<file path="config.mk">
export PLATFORM = sky130hd
export DESIGN_NAME = regfile_param
export DESIGN_NICKNAME = d
export VERILOG_FILES = /design/src/rtl/regfile_param.sv
export SDC_FILE = /design/constraint.sdc
export NUM_CORES = 1
export LEC_CHECK = 0
export ABC_CLOCK_PERIOD_IN_PS = 4800
export CELL_PAD_IN_SITES_DETAIL_PLACEMENT = 0
export CELL_PAD_IN_SITES_GLOBAL_PLACEMENT = 2
export CORE_MARGIN = 1
export CORE_UTILIZATION = 47
export DETAILED_ROUTE_END_ITERATION = 16
export PLACE_DENSITY_LB_ADDON = 0.12
export SKIP_CTS_REPAIR_TIMING = 1
export SYNTH_ARGS = -nofsm -noshare
export SYNTH_HDL_FRONTEND = slang
export SYNTH_SLANG_ARGS = --single-unit
</file>
<file path="constraint.sdc">
create_clock -name Clk -period 4.8 [get_ports Clk]
set_clock_uncertainty 0.05 [all_clocks]
set_input_delay 0.72 -clock Clk [delete_from_list [all_inputs] [get_ports Clk]]
set_output_delay 0.72 -clock Clk [all_outputs]
set_load 0.02 [all_outputs]
</file>
<file path="src/rtl/regfile_param.sv">
// Parameterised register file with an r0-hardwired-zero convention and a
// sequential clear sweep. Define REGFILE_BYPASS_EN for same-cycle write-to-read forwarding.
module regfile_param #(
    parameter int WIDTH  = 32,
    parameter int ADDR_W = 5
) (
    input  logic              Clk,
    input  logic              Reset,
    input  logic              Clear,
    input  logic [ADDR_W-1:0] ReadRegister1,
    input  logic [ADDR_W-1:0] ReadRegister2,
    output logic [WIDTH-1:0]  ReadData1,
    output logic [WIDTH-1:0]  ReadData2,
    input  logic [ADDR_W-1:0] WriteRegister,
    input  logic [WIDTH-1:0]  WriteData,
    input  logic              RegWrite,
    output logic              Ready,
    output logic              dbgState
);

    localparam int DEPTH = 2 ** ADDR_W;

    typedef enum logic {
        CLEAR = 1'b0,
        RUN   = 1'b1
    } stateT;

    stateT             state, nextState;
    logic [ADDR_W-1:0] ptr, nextPtr;
    logic [WIDTH-1:0]  regs [DEPTH];
    logic              writeEn;
    logic              sweepEn;

    always_ff @(posedge Clk) begin
        if (Reset) begin
            state <= CLEAR;
            ptr   <= ADDR_W'(1);
        end else begin
            state <= nextState;
            ptr   <= nextPtr;
        end
    end

    // Sweep ends on the edge that zeroes the top register; ptr never wraps.
    always_comb begin
        nextState = state;
        nextPtr   = ptr;
        writeEn   = 1'b0;
        sweepEn   = 1'b0;
        case (state)
            CLEAR: begin
                if (Clear) begin
                    nextPtr = ADDR_W'(1);
                end else begin
                    sweepEn = 1'b1;
                    if (&ptr) nextState = RUN;
                    else      nextPtr   = ptr + ADDR_W'(1);
                end
            end
            RUN: begin
                if (Clear) begin
                    nextState = CLEAR;
                    nextPtr   = ADDR_W'(1);
                end else begin
                    writeEn = RegWrite && (WriteRegister != '0) && !Reset;
                end
            end
            default: nextState = CLEAR;
        endcase
    end

    // Register 0 is never stored; it is forced to zero on the read side.
    always_ff @(posedge Clk) begin
        if (!Reset) begin
            if (sweepEn)      regs[ptr]           <= '0;
            else if (writeEn) regs[WriteRegister] <= WriteData;
        end
    end

    function automatic logic [WIDTH-1:0] readPort(input logic [ADDR_W-1:0] addr);
        logic [WIDTH-1:0] data;
        if (state != RUN || addr == '0) begin
            data = '0;
        end else begin
`ifdef REGFILE_BYPASS_EN
            if (writeEn && addr == WriteRegister) data = WriteData;
            else                                  data = regs[addr];
`else
            data = regs[addr];
`endif
        end
        return data;
    endfunction

    always_comb begin
        ReadData1 = readPort(ReadRegister1);
        ReadData2 = readPort(ReadRegister2);
    end

    assign Ready    = (state == RUN);
    assign dbgState = state;

endmodule

</file>
==> results.txt <==
- The flow ran to the end, and the final reports show no timing, DRC or antenna violations.
- The detail route stage leaves a number of antenna-violating nets equal to 0.
* Proportion of layout cells with a drive suffix above 1: 20.6%
* Largest delay share family, worst path: buffers and inverters
- DRC: 0
* Iteration-0 DRC count of the detailed router: 3602
- The first detailed-routing pass ran for 5 iterations.
* Setup repair after global routing missed its margin: false
- Required time worst endpoint: 4.03 ns
* Number of stages on the worst setup path: 7
* Final-report max-slew violation count: 0
- CP max FO: 18
- The initial antenna violation count is 5.
- Leakage power figure: 21.2 nW
- Count of state elements after synthesis: 1030
- Predominant post-synthesis flop cell: edfxtp_1
- After detailed routing, the met3 layer carries 16700 um of wire.
- After synthesis the cells add up to 48500 um^2.
- Maximum resistive drop on vdd: 0.000360 V
* GR Overflow Total: 0
- Most common cell after layout, fill and taps aside: edfxtp_1
* Total number of vias: 30800
* Proportion of register bits with asynchronous set or reset after synthesis: 0%
- Number of cells on the worst reg-to-reg path: 6
- Count of maximum capacitance violations: 0
* Boundary pin count: 117
- The filler cells instantiated in the layout total 7999.
- Global routing consumed, over all layers together, 32.1% of the routing resources.
- Setup violations remaining at the end of the flow were counted as 0.
* EDFF count, synth: 1024
- In this run the core area contains 117 standard-cell rows.
* Average cell area after synthesis: 16.6 um^2
* Count of buffer and inverter cells on the critical path: 3
* Net Count, Synth: 2968
- The critical path goes through clkdlybuf4s50_1 > and4b_2 > buf_4 > a22o_1 > a31oi_1 > nand4_1 > clkdlybuf4s50_1.
- The number of global-route vias before repair came to 30600.
- Sequential cells were found to cover 63.7% of the synthesized design area.
- The area growth from synthesis to layout is 15.3%.
- Setup Total Neg Slack: 0 ns
* Number of buffers between clock root and the deepest sink: 3
* WL met1: 66700 um
- CTS tree: built
* Post-route cell area: 55900 um^2
- The largest total area in the synthesized netlist belongs to edfxtp_1.
- Vias/cell: 6.79
- The netlist uses 50 different library cells.
* Final Routed Wirelength: 167000 um
- Area of placed instances: 52400 um^2
- Total count of hold-check failures in the final report: 0
- Critical Path Max Stage Delay: 0.98 ns
- Clock-pin slew was measured on the worst setup and hold paths at 0.06 ns.
- Maximum number of pins on one net before global-route repair: 64
- Type of destination of the critical path: primary output
- The congestion estimate from routability-driven global placement came to 0.829.
* Length of routed met2 wiring: 77900 um
* Time the worst path needs with I/O delays and setup: 4.50 ns
- Final clock period utilization by the worst path: 93.7%
* Worst slew margin relative to its limit: 19.8%
- The worst setup path is launched from an input port.
- The tree is rooted in a clkbuf_16.
- Wire length of the first global-routing pass: 231000 um
- Post-Synthesis Cells: 2915
- Clock latency reported for the late side of the worst-skew pair: 0.68 ns
- For the pin with the worst max-slew slack, the measured transition is 1.20 ns.
- Die Span Y: 323 um
- Arrival time at the worst endpoint: 3.73 ns
- The floorplan step set the die width to 323 um.
- Starting density of the core: 47.5%
- In this run the number of H-tree levels came out at 3.
- Wire length per cell: 36.9 um
* Quantity of I/O buffers inserted on ports: 116
* Layout Nets: 3131
* Worst hold path class: flop to flop
- For this design, the slowest cell found on the critical path is and4b_2.
- The floorplan step defined a core boundary enclosing 102000 um^2.
- Clock tree synthesis inserted a total of 109 buffers.
- Ranking of synthesized cells by area: edfxtp_1 63%, mux4_2 11%, mux2i_1 11%
- Top sig layer: met4
- Timing would allow up to 222 MHz.
- Count of yosys warnings during synthesis: 0
* Detailed placer's ending HPWL: 99300 um
- The critical path in this run is classified as input port to primary output.
- Among the stages of the critical path, the cell type that occurs most often is clkdlybuf4s50_1.
- Synth top area share: 63.4%
- Die outline area: 104000 um^2
* TritonCTS sink count: 1030
* Power Dens Cells: 342 nW/um^2
- Commonest cells after routing, fill and taps aside: 1024 x edfxtp_1, 527 x mux2i_1, 236 x mux4_2
- Number of cells traversed by the worst hold path: 2
[layout make-up]
class                   instances  area [um^2]  area share [%]
clock inverters                77          637            1.14
flip-flops and latches       1030        30900            55.2
well taps                    1368         1710            3.06
repair buffers                287         3140            5.62
clock buffers                 126         2880            5.14
diodes                          1         2.50         0.00448
multi-input cells            1647        16700            29.8
inverters                       3         11.3          0.0201
[logic make-up after synthesis]
kind of cell    count (synthesis)  share of synthesized area (%)
compound gates                398                           5.82
simple gates                  463                           4.87
buf+inv                       238                           2.79
mux                           781                           22.8
flops                        1030                           63.7
fa+ha+maj                       2                         0.0516
xor+xnor                        3                         0.0542
[registers in the layout (all words and copies together), names as in the netlist]
register / cells
regs: 1024
ptr: 5
Ready: 1
[worst paths after layout]
check / start / end / slack, ns
setup / recovery: ReadRegister2[4] / ReadData2[24] / 0.30
hold / removal: ptr[1] / ptr[1] / 0.51
setup reg to reg: Ready / regs[26][7] / 1.37
hold reg to reg: ptr[1] / ptr[1] / 0.51
[routing by layer]
layer / GRT usage, % / vias up
li1: - / 12400
met1: 44.3 / 16300
met2: 50.6 / 1771
met3: 6.52 / 322
met4: 11.7 / 0
met5: 0 / -
[Yosys cell counts, drive strengths merged (3+ instances only)]
| cell | count |
|---|---|
| inv | 3 |
| a22o | 61 |
| a31oi | 62 |
| mux2i | 527 |
| nand4 | 67 |
| a21oi | 67 |
| nor2 | 43 |
| a22oi | 196 |
| and4b | 3 |
| buf | 152 |
| dfxtp | 6 |
| nand3 | 153 |
| edfxtp | 1024 |
| and2 | 39 |
| nor3 | 10 |
| o21ai | 3 |
| mux4 | 252 |
| nor2b | 7 |
| nor3b | 8 |
| nand2 | 119 |
| clkbuf | 83 |
[stage by stage]
| step | worst slack (ns) | hold WS (ns) | cells | total power [mW] | util (%) |
|---|---|---|---|---|---|
| finish | 0.301 | 0.509 | 4539 | 19.1 | 54.8 |
| global route | 0.287 | 0.532 | 4538 | 19.6 | 54.8 |
| CTS | 0.344 | 0.512 | 4538 | 19.2 | 54.8 |
| detailed placement | 0.356 | 0.503 | 4335 | 11.0 | 51.4 |
| global placement | 0.421 | 0.472 | 4335 | 11.0 | 51.4 |
| floorplan | 0.538 | 0.445 | 2915 | 10.6 | - |
[worst reg2reg max path, stage by stage, from the launching register on]
cell and delay [ns]:
dfxtp_1 0.53, buf_4 0.31, nand4bb_1 0.20, a21oi_4 0.57, mux2i_1 0.44, nor2_4 0.67
buf_12 0.32
[report_power, final]
part           switching, mW  internal, mW
registers            0.00832          9.76
logic                  0.629         0.392
clock network           3.55          4.81
(Power assumes the default switching activity.)
